--- config.mk ---
export PLATFORM = sky130hd
export DESIGN_NAME = mem_request_unit
export DESIGN_NICKNAME = d
export VERILOG_FILES = /design/src/rtl/mem_req_pkg.sv /design/src/rtl/mem_request_unit_wait_timer.sv /design/src/rtl/mem_request_unit.sv
export SDC_FILE = /design/constraint.sdc
export NUM_CORES = 1
export LEC_CHECK = 0
export CORE_UTILIZATION = 39
export DETAILED_ROUTE_END_ITERATION = 8
export PLACE_DENSITY_LB_ADDON = 0.15
export SLEW_MARGIN = 20
export SYNTH_ARGS = -nofsm -noshare
export SYNTH_HDL_FRONTEND = slang
export SYNTH_SLANG_ARGS = --single-unit
--- constraint.sdc ---
create_clock -name clk -period 1.5 [get_ports clk]
set_input_delay 0.375 -clock clk [delete_from_list [all_inputs] [get_ports clk]]
set_output_delay 0.375 -clock clk [all_outputs]
set_load 0.01 [all_outputs]
--- src/rtl/mem_req_pkg.sv ---
// -----------------------------------------------------------------------------
// mem_req_pkg
// Shared definitions for the processor-side memory request path.
//   - cntrl encodings driven to the memory module (also used by the cache
//     controller, so both sides decode the same constants)
//   - state encoding of the mem_request_unit FSM
// -----------------------------------------------------------------------------
package mem_req_pkg;

    localparam logic [1:0] CNTRL_NOP   = 2'b00;
    localparam logic [1:0] CNTRL_READ  = 2'b01;
    localparam logic [1:0] CNTRL_WRITE = 2'b10;

    typedef enum logic [1:0] {
        ST_IDLE  = 2'b00,
        ST_BUSY  = 2'b01,
        ST_DONE  = 2'b10,
        ST_ERROR = 2'b11
    } state_t;

endpackage : mem_req_pkg

--- src/rtl/mem_request_unit_wait_timer.sv ---
// -----------------------------------------------------------------------------
// wait_timer
// Watchdog for an outstanding memory access. Counts the cycles during which
// run is high and flags the last permitted cycle.
// Ports:
//   clk      in   clock, rising edge
//   clr      in   asynchronous active-high reset
//   run      in   count enable; the count clears whenever run is low
//   expired  out  high during the timeoutCycles-th consecutive run cycle
// -----------------------------------------------------------------------------
module wait_timer #(
    parameter int timeoutCycles = 64
) (
    input  logic clk,
    input  logic clr,
    input  logic run,
    output logic expired
);

    localparam int CNT_W = $clog2(timeoutCycles + 1);
    // The count holds (cycles already spent), so the current cycle is number
    // cnt_q+1; reaching timeoutCycles therefore means cnt_q == timeoutCycles-1.
    localparam logic [CNT_W-1:0] LIMIT = CNT_W'(timeoutCycles - 1);

    logic [CNT_W-1:0] cnt_q;
    logic [CNT_W-1:0] cnt_d;

    always_comb begin
        cnt_d = cnt_q;
        if (!run) begin
            cnt_d = '0;
        end else if (cnt_q != LIMIT) begin
            cnt_d = cnt_q + CNT_W'(1);
        end
    end

    always_ff @(posedge clk or posedge clr) begin
        if (clr) begin
            cnt_q <= '0;
        end else begin
            cnt_q <= cnt_d;
        end
    end

    assign expired = run && (cnt_q == LIMIT);

endmodule : wait_timer

--- src/rtl/mem_request_unit.sv ---
// -----------------------------------------------------------------------------
// mem_request_unit
// Memory access stage between the execute stage and the memory module
// (cache + data RAM + controller). Accepts one load/store at a time, holds the
// memory-side command stable until dataReady, returns load data with a
// one-cycle valid pulse and stalls the pipeline meanwhile. A watchdog turns a
// hung access into a sticky error that only clr clears.
// Ports:
//   clk, clr                 clock / asynchronous active-high reset
//   reqValid/reqWrite/reqIndirect/reqAddr/reqData   request from execute
//   reqReady                 request accepted when high together with reqValid
//   busy                     pipeline stall (state != IDLE)
//   respValid/respData       completion pulse and load result
//   errFlag                  sticky watchdog error
//   memCntrl/memAddr/memDataIn/memIndirect   command to memory module
//   memDataReady/memDataOut  completion and read data from memory module
// -----------------------------------------------------------------------------
module mem_request_unit
    import mem_req_pkg::*;
#(
    parameter int ramWidth      = 8,
    parameter int addrSize      = 8,
    parameter int timeoutCycles = 64
) (
    input  logic                clk,
    input  logic                clr,
    input  logic                reqValid,
    input  logic                reqWrite,
    input  logic                reqIndirect,
    input  logic [addrSize-1:0] reqAddr,
    input  logic [ramWidth-1:0] reqData,
    output logic                reqReady,
    output logic                busy,
    output logic                respValid,
    output logic [ramWidth-1:0] respData,
    output logic                errFlag,
    output logic [1:0]          memCntrl,
    output logic [addrSize-1:0] memAddr,
    output logic [ramWidth-1:0] memDataIn,
    output logic                memIndirect,
    input  logic                memDataReady,
    input  logic [ramWidth-1:0] memDataOut
);

    state_t state_q, state_d;

    logic                first_busy_q, first_busy_d;
    logic [1:0]          mem_cntrl_q, mem_cntrl_d;
    logic [addrSize-1:0] mem_addr_q, mem_addr_d;
    logic [ramWidth-1:0] mem_data_in_q, mem_data_in_d;
    logic                mem_indirect_q, mem_indirect_d;
    logic [ramWidth-1:0] resp_data_q, resp_data_d;
    logic                resp_valid_q, resp_valid_d;
    logic                err_flag_q, err_flag_d;

    logic timer_run;
    logic expired;
    logic accept;
    logic ready_ok;

    assign timer_run = (state_q == ST_BUSY);
    assign accept    = (state_q == ST_IDLE) && reqValid;
    // dataReady may still be high from the previous access during the first
    // BUSY cycle, so it only qualifies from the second BUSY cycle onward.
    assign ready_ok  = (state_q == ST_BUSY) && !first_busy_q && memDataReady;

    wait_timer #(
        .timeoutCycles(timeoutCycles)
    ) u_wait_timer (
        .clk    (clk),
        .clr    (clr),
        .run    (timer_run),
        .expired(expired)
    );

    // State register
    always_ff @(posedge clk or posedge clr) begin
        if (clr) begin
            state_q <= ST_IDLE;
        end else begin
            state_q <= state_d;
        end
    end

    // Next-state logic; a ready in the timeout cycle takes priority.
    always_comb begin
        state_d = state_q;
        case (state_q)
            ST_IDLE:  if (reqValid) state_d = ST_BUSY;
            ST_BUSY: begin
                if (ready_ok) begin
                    state_d = ST_DONE;
                end else if (expired) begin
                    state_d = ST_ERROR;
                end
            end
            ST_DONE:  state_d = ST_IDLE;
            ST_ERROR: state_d = ST_ERROR;
            default:  state_d = ST_IDLE;
        endcase
    end

    // Output logic: combinational handshake plus next values of the
    // registered outputs.
    always_comb begin
        reqReady       = (state_q == ST_IDLE);
        busy           = (state_q != ST_IDLE);
        first_busy_d   = 1'b0;
        mem_cntrl_d    = mem_cntrl_q;
        mem_addr_d     = mem_addr_q;
        mem_data_in_d  = mem_data_in_q;
        mem_indirect_d = mem_indirect_q;
        resp_data_d    = resp_data_q;
        resp_valid_d   = 1'b0;
        err_flag_d     = err_flag_q;

        if (accept) begin
            first_busy_d   = 1'b1;
            mem_cntrl_d    = reqWrite ? CNTRL_WRITE : CNTRL_READ;
            mem_addr_d     = reqAddr;
            mem_data_in_d  = reqData;
            mem_indirect_d = reqIndirect;
        end else if (ready_ok) begin
            mem_cntrl_d  = CNTRL_NOP;
            resp_valid_d = 1'b1;
            if (mem_cntrl_q == CNTRL_READ) begin
                resp_data_d = memDataOut;
            end
        end else if (timer_run && expired) begin
            mem_cntrl_d = CNTRL_NOP;
            err_flag_d  = 1'b1;
        end
    end

    always_ff @(posedge clk or posedge clr) begin
        if (clr) begin
            first_busy_q   <= 1'b0;
            mem_cntrl_q    <= CNTRL_NOP;
            mem_addr_q     <= '0;
            mem_data_in_q  <= '0;
            mem_indirect_q <= 1'b0;
            resp_data_q    <= '0;
            resp_valid_q   <= 1'b0;
            err_flag_q     <= 1'b0;
        end else begin
            first_busy_q   <= first_busy_d;
            mem_cntrl_q    <= mem_cntrl_d;
            mem_addr_q     <= mem_addr_d;
            mem_data_in_q  <= mem_data_in_d;
            mem_indirect_q <= mem_indirect_d;
            resp_data_q    <= resp_data_d;
            resp_valid_q   <= resp_valid_d;
            err_flag_q     <= err_flag_d;
        end
    end

    assign memCntrl    = mem_cntrl_q;
    assign memAddr     = mem_addr_q;
    assign memDataIn   = mem_data_in_q;
    assign memIndirect = mem_indirect_q;
    assign respData    = resp_data_q;
    assign respValid   = resp_valid_q;
    assign errFlag     = err_flag_q;

endmodule : mem_request_unit

Yosys cells after proc, flatten, opt, wreduce, memory -nomap -nowiden:

Cells that the tools add are included.

* memories kept: 0
* bits in latches: 0
* RAM bits: 0
* word-level logic and storage cells: 47
* memory bits (read-only): 0
* register bits: 39
* output and inout port bits: 31
* input bits: 30

* add/subtract/negate cells: 1
* mux-type cells: 13
* divide/modulo/power cells: 0
* order comparisons: 0
* bitwise logic cells: 2
* reductions and logical operators: 12
* shift operators: 0
* equal/unequal tests: 9
* multipliers: 0

Operator list (number)
* $mux W2: 7
* $mux W7: 2
* $pmux W2 S4: 1
* $add A7 B1 Y7 const B: 1
* $eq A7 B6 Y1 const B: 1
* $ne A7 B6 Y1 const B: 1
* $reduce_and A3 Y1: 2
* $logic_and A1 B1 Y1: 5
* $eq A2 B1 Y1 const B: 2
* $eq A2 B2 Y1 const B: 2
* $mux W1: 3
* $ne A3 B1 Y1 const B: 1
* $reduce_bool A3 Y1: 1
* $logic_not A2 Y1: 1
* $ne A2 B1 Y1 const B: 1
* $ne A2 B2 Y1 const B: 1
* $not A1 Y1: 2
* $reduce_and A2 Y1: 1
* $reduce_bool A2 Y1: 1
* $logic_not A1 Y1: 1

Longest topological paths before layout:

Gate-level depths: netlist of the first run.

* depth after elaboration: 6
* depth in mapped cells: 5
* gate-level depth less buffers: 4

By module:

A second synthesis of the first run with hierarchy kept.

* cell total of the unflattened synthesis: 113
* area, all modules: 1595.3 um^2

Modules (own cells, without submodules)
* mem_request_unit: cells each 77, sequential area each 800.8 um^2, times used 1, area an instance 1236.2 um^2
* wait_timer: cells each 36, sequential area each 175.2 um^2, times used 1, area an instance 359.1 um^2

Worst setup path before layout of the first run:

No wires, ideal clock.

* path kind: register to register
* start point: register first_busy_q
* end point: register resp_data_q[0] (netlist: respData[0])
* arrival time: 1.429 ns
* clock period less this slack: 1.554 ns
* library setup time: 0.125 ns
* data required time: 1.375 ns
* slack: -0.054 ns
* stages on the path, launching flop included: 5
* path buffers: 1
* cell sequence: dfrtp_1 > nand2b_1 > or4_4 > buf_6 > mux2_4

* cells in the longest elaborated chain, start to end: 4

Ends and longest elaborated chain
* start: declaration: line mem_request_unit.sv:47 `logic first_busy_q, first_busy_d;`
* start signal: assignment: line mem_request_unit.sv:146 `first_busy_q <= first_busy_d;`
* $logic_not A1 Y1: line mem_request_unit.sv:65 `assign ready_ok = (state_q == ST_BUSY) && !first_busy_q && memDataReady;`
* $logic_and A1 B1 Y1 (2 in series): line mem_request_unit.sv:65
* $reduce_and A3 Y1 (no line)
* end signal: assignment: line mem_request_unit.sv:151 `resp_data_q <= resp_data_d;`
* end: declaration: line mem_request_unit.sv:52 `logic [ramWidth-1:0] resp_data_q, resp_data_d;`

No other way between the ends.
A chain may end at the register's enable or synchronous reset.

Final worst setup path of the first run:

* start point: register first_busy_q
* end point: register resp_data_q[3] (netlist: respData[3])

The elaborated chain is that of the path after synthesis.

==> flow_metrics.tcl, run 1 <==
set metrics [dict create \
    wire_per_inst_um 15.0 \
    grt_max_degree 40 \
    drt_iter0_drc 59 \
    yosys.area_share.simple_pct 8.62 \
    final_cell_mix "dfrtp_1 (39), dlygate4sd2_1 (30), clkdlybuf4s50_1 (28), mux2_4 (22), buf_4 (7)" \
    overflow 0 \
    power.density_nw_per_um2 1830 \
    yosysSeqAreaShare_pct 60.6 \
    internal-power_uw 3110 \
    crit_fanout 8 \
    worstPathCellList "nand2b_4 > or4_4 > mux2_4" \
    ios 61 \
    synth_top_family_by_area "multiplexers" \
    reg2reg_to "respData[3]" \
    crit_path_max_incr_delay_ns 0.59 \
    ctsHoldBuffers 0 \
    ys.warnings.count 0 \
    htreeDepth 2 \
    final_layout_size_suffix_gt1_share_pct 28.8 \
    synth-xor-area-share_pct 0.544 \
    port_buffers 60 \
    fin_skew_ns 0.00484 \
    status "complete, but fails checks" \
    fmax_ghz 0.652 \
    root_buffer "clkbuf_8" \
    layout.nets 221 \
    synth_compound_area_share_pct 6.37 \
    initial_core_util_pct 42.4 \
    drv_cap 0 \
    finalMaxSlewViolations 0 \
    ant_nets 0 \
    numCtsBuffers 5 \
    combinationalPowerShare_pct 47.6 \
    min_period_ns 1.53 \
    required_ns 1.67 \
    setup_viol 25 \
    worst_setup_path_start_kind "flip-flop" \
    finalPower_uw 4550 \
    syn_inst 116 \
    ff2ff_setup_slack_ns -0.03 \
    swShare_pct 31.5 \
    synth_edf_count 0 \
    synthArstFlopShare_pct 100 \
    synth.area.mux_share_pct 20.6 \
    syn_nets 147 \
    grt_pass1_wl_mm 5.87 \
    diodes 0 \
    drt-total-wl_mm 3.58 \
    num_vias 1235 \
    viasPerCell 5.17 \
    worstMarginPinSlew_ns 0.287 \
    syn_area_um2 1610 \
    area_delta_synth_final_pct 54.5 \
    worst-r2r-cell-count 3 \
    die_y_um 66.3 \
    crit_path_end_kind "flip-flop" \
    path_class "flip-flop to flip-flop" \
    avgSynthCellArea_um2 13.9 \
    crit_arrival_ns 1.70 \
    synth.largest_area_cell "dfrtp_1" \
    ir_drop_uv 1000 \
    met2_wirelength_mm 1.73 \
    fin_crit_sh_pct 102 \
    cts_sinks 39 \
    fp.dieW_um 66.3 \
    drc_errors 0 \
    wl_met1_mm 1.54 \
    p_leak_uw 0.00119 \
    antenna_found_initial 0 \
    rsz0062_at_grt "yes" \
    worstReg2RegStart "first_busy_q" \
    crit_family "simple AND/OR/NAND/NOR gates" \
    switching_power_uw 1430 \
    violations "negative setup slack" \
    synth_seq_cells 39 \
    cp_slowest_cell "or4_4" \
    clk_transition_reported_paths_ns 0.07 \
    ys_types 30 \
    clkLatencyLatePin_ns 0.28 \
    synthAdderAreaFrac_pct 0.777 \
    coreArea_um2 3800 \
    clockPowerShare_pct 14.5 \
    hpwl_mm 2.53 \
    gp_congestion 0.649 \
    synth_area_leaders "dfrtp_1 (61%), mux2_2 (12%), mux2_4 (7.5%)" \
    firstDrtPassIters 4 \
    synth_flop_cell "dfrtp_1" \
    pwr-share-seq_pct 37.9 \
    num_rows 22 \
    track_usage_pct 18.0 \
    fillCellCount 289 \
    routed.top_layer "met4" \
    route.met3.wl_um 276 \
    hold_path.class "input pin to asynchronous set/reset pin" \
    die_area_um2 4390 \
    clock_path_buffers 2 \
    path_buf_inv 0 \
    grt_pass1_vias 1240 \
    worstSetupPathDepth 3 \
    worst_slack_ns -0.0349 \
    relSlewSlack_pct 80.7 \
    layout_commonest_cell "dfrtp_1" \
    cts_tree "done" \
    hold_viol_final 0 \
    synth_top_area_share_pct 60.6 \
    place_ws_ns -0.504 \
]
[worst reg2reg max path: cells and delay by family (launching register included)]
| family | cells | cell delay [ns] |
|---|---|---|
| multiplexers | 1 | 0.34 |
| flip-flops | 1 | 0.36 |
| AND/OR/NAND/NOR | 2 | 0.73 |
[per-stage QoR]
step	setup TNS, ns	instances	util [%]	hold slack [ns]	cell area [µm²]
5_1_grt	-1.66	239	65.5	0.461	2490
4_1_cts	-1.32	238	65.0	0.452	2470
3_3_place_gp	-7.89	228	61.5	0.469	2330
6_report	-0.448	239	65.5	0.451	2490
3_5_place_dp	-8.14	228	61.5	0.464	2330
2_1_floorplan	-0.339	116	-	0.475	1620
[state kept, by name, indices dropped and copies added, names as in the netlist]
signal,flops
memCntrl,2
memDataIn,8
memIndirect,1
memAddr,8
first_busy_q,1
respData,8
respValid,1
state_q,2
errFlag,1
u_wait_timer.cnt_q,7
[power groups by stage]
stage	clock, µW	combinational, µW	sequential (µW)
global placement	0	2090	1740
global route	726	2330	1780
finish	661	2160	1720
detailed placement	0	2140	1760
CTS	686	2160	1720
floorplan	0	794	1930
[cells in the mapped netlist, types with 3 or more instances]
cell,instances
a21oi_1,5
mux2_4,8
inv_1,3
o21ai_0,5
nand3_1,4
dfrtp_1,39
nand2_1,4
mux2_2,17
[final cells by class]
type | count | area, µm² | share of cell area (%)
Tap cell | 48 | 60.1 | 2.41
Inverter | 3 | 11.3 | 0.453
Multi-Input combinational cell | 69 | 688 | 27.7
Sequential cell | 39 | 976 | 39.2
Clock buffer | 7 | 76.3 | 3.07
Clock inverter | 1 | 5.00 | 0.201
Timing Repair Buffer | 72 | 671 | 27.0
[metal layers]
| layer | vias to the layer above | global-route usage [%] |
|---|---|---|
| li1 | 562 | - |
| met1 | 608 | 23.4 |
| met2 | 60 | 28.2 |
| met3 | 5 | 5.52 |
| met4 | 0 | 6.65 |
| met5 | - | 0 |
[logic make-up (layout without fill, tap and decap cells)]
family | after synthesis | in the layout
compound gates | 17 | 17
simple gates | 23 | 23
mux | 27 | 27
flops | 39 | 39
buf+inv | 8 | 83
xor+xnor | 1 | 1
fa+ha+maj | 1 | 1
[how the worst max path moves through the flow]
stage	from	to	slack, ns
2_1_floorplan	state_q[1]	respData[0]	-0.04
3_3_place_gp	memDataReady	respData[0]	-0.49
3_5_place_dp	memDataReady	respData[3]	-0.50
4_1_cts	state_q[1]	respData[3]	-0.10
5_1_grt	state_q[0]	memCntrl[0]	-0.08
6_report	first_busy_q	respData[3]	-0.03
[timing repair]
item | in CTS | in global routing
pin swaps | 3 | 2
endpoints found under the setup margin | 54 | 32
resized for setup | 59 | 7
buffers inserted | 2 | 1
(Power assumes the default switching activity.)
==> run 2, diff against run 1 <==
--- a/config.mk
+++ b/config.mk
@@ -8,6 +8,7 @@
 export CORE_UTILIZATION = 39
 export DETAILED_ROUTE_END_ITERATION = 8
 export PLACE_DENSITY_LB_ADDON = 0.15
+export RECOVER_POWER = 50
 export SLEW_MARGIN = 20
 export SYNTH_ARGS = -nofsm -noshare
 export SYNTH_HDL_FRONTEND = slang
==> run 2 against run 1 <==
Net effect:
- the run still ends with negative setup slack left
- register-to-register slack hardly changed
- fmax hardly changed
- wire length did not move
- via count shrank 0.24%
- first-iteration DRC count unchanged
- clock-buffer cell count unchanged
- sequential share of layout area increased by 0.24 points
- global-route usage did not move
- largest cell class unchanged
==> flow_metrics.tcl, run 2 (synthesis gave the netlist of run 1 again) <==
set metrics [dict create \
    status "complete, but fails checks" \
    violations "negative setup slack" \
    layout.nets 221 \
    final_cell_area_um2 2470 \
    crit_arrival_ns 1.70 \
    clkLatencyLatePin_ns 0.28 \
    worst_setup_path_start_kind "flip-flop" \
    viasPerCell 5.15 \
    clk_transition_reported_paths_ns 0.07 \
    power.density_nw_per_um2 1840 \
    grt_max_degree 40 \
    htreeDepth 2 \
    ant_nets 0 \
    coreArea_um2 3800 \
    ios 61 \
    drt_iter0_drc 59 \
    die_y_um 66.3 \
    ir_drop_uv 1000 \
    required_ns 1.67 \
    initial_core_util_pct 42.4 \
    place_area_um2 2330 \
    final_cell_mix "dfrtp_1 (39), dlygate4sd2_1 (30), clkdlybuf4s50_1 (28), mux2_4 (22), buf_4 (7)" \
    worstPathCellList "nand2b_4 > or4_4 > mux2_4" \
    crit_fanout 8 \
    firstDrtPassIters 4 \
    crit_path_max_incr_delay_ns 0.59 \
    final_layout_size_suffix_gt1_share_pct 28.8 \
    fp.dieW_um 66.3 \
    layout_commonest_cell "dfrtp_1" \
    ctsHoldBuffers 0 \
    cp_slowest_cell "or4_4" \
    drv_cap 0 \
    fin_crit_sh_pct 102 \
    clock_path_buffers 2 \
    p_leak_uw 0.00119 \
    worst_slack_ns -0.0348 \
    area_delta_synth_final_pct 53.5 \
    place_ws_ns -0.504 \
    hold_path.class "flip-flop to flip-flop" \
    drt-total-wl_mm 3.58 \
    root_buffer "clkbuf_8" \
    die_area_um2 4390 \
    crit_family "simple AND/OR/NAND/NOR gates" \
    fin_skew_ns 0.00484 \
    numCtsBuffers 5 \
    hpwl_mm 2.53 \
    hold_ws_ns 0.485 \
    crit_path_end_kind "flip-flop" \
    cts_sinks 39 \
    path_buf_inv 0 \
    drc_errors 0 \
    gp_congestion 0.649 \
    antenna_found_initial 0 \
    worstMarginPinSlew_ns 0.959 \
    fmax_ghz 0.652 \
    hold_viol_final 0 \
    setup_viol 25 \
    num_rows 22 \
    finalMaxSlewViolations 0 \
    relSlewSlack_pct 36.0 \
    wire_per_inst_um 15.0 \
    path_class "flip-flop to flip-flop" \
    overflow 0 \
    num_vias 1232 \
    grt_pass1_wl_mm 5.87 \
    diodes 0 \
    cts_tree "done" \
    min_period_ns 1.53 \
    port_buffers 60 \
    track_usage_pct 18.0 \
    rsz0062_at_grt "yes" \
    grt_pass1_vias 1240 \
]
[run 2: cell types whose count changed in the layout (fill, tap and decap cells not counted)]
| cell | previous run | this run |
|---|---|---|
| buf_12 | 1 | 0 |
| clkbuf_2 | 0 | 1 |
[run 2: area by class of cell]
cell class                 instances  area, µm²
clock buffer                       7       76.3
clock inverter                     1       5.00
fill                             291       1330
inverter                           3       11.3
multi-input combinational         69        688
sequential                        39        976
tap                               48       60.1
timing repair buffer              72        656
[run 2: path summary, 6_finish.rpt]
kind,from,cells past startpoint,slack [ns],to
setup / recovery,first_busy_q,3,-0.03,respData[3]
hold / removal,errFlag,1,0.48,errFlag
setup reg to reg,first_busy_q,3,-0.03,respData[3]
hold reg to reg,errFlag,1,0.48,errFlag
max in group asynchronous,clr,3,0.22,first_busy_q
min in group asynchronous,clr,3,0.70,respData[5]
[run 2: power by group]
part | leakage [µW] | internal [µW] | switching, µW
clock | 0.0000422 | 326 | 335
combinational | 0.000661 | 1300 | 862
sequential | 0.000485 | 1490 | 234
total | 0.00119 | 3110 | 1430
[run 2: what timing repair did]
action                     CTS  global route
setup endpoints to repair   54            32
gates cloned                 0             0
setup buffers                2             1
pin swaps                    3             2
resized for setup           59             7
[run 2: routing by layer]
metal | global-route usage (%) | share of wire (%)
met2 | 28.2 | 48
met5 | 0 | 0
met4 | 6.65 | 0.92
met3 | 5.52 | 7.7
met1 | 23.4 | 43
[run 2: through the flow]
step                      setup TNS [ns]  power, µW  cells  util (%)
after global routing               -1.75       4830    239      65.1
final                             -0.447       4540    239      65.1
after detailed placement           -8.14       3900    228      61.5
after CTS                          -1.32       4570    238      65.0
after floorplan                   -0.339       2720    116         -
after global placement             -7.89       3830    228      61.5
==> run 3, diff against run 2 <==
--- a/config.mk
+++ b/config.mk
@@ -6,6 +6,7 @@
 export NUM_CORES = 1
 export LEC_CHECK = 0
 export CORE_UTILIZATION = 39
+export CTS_CLUSTER_DIAMETER = 60
 export DETAILED_ROUTE_END_ITERATION = 8
 export PLACE_DENSITY_LB_ADDON = 0.15
 export RECOVER_POWER = 50
==> results of run 3 <==
The final DEF is identical to that of run 2; final timing and power are the same.
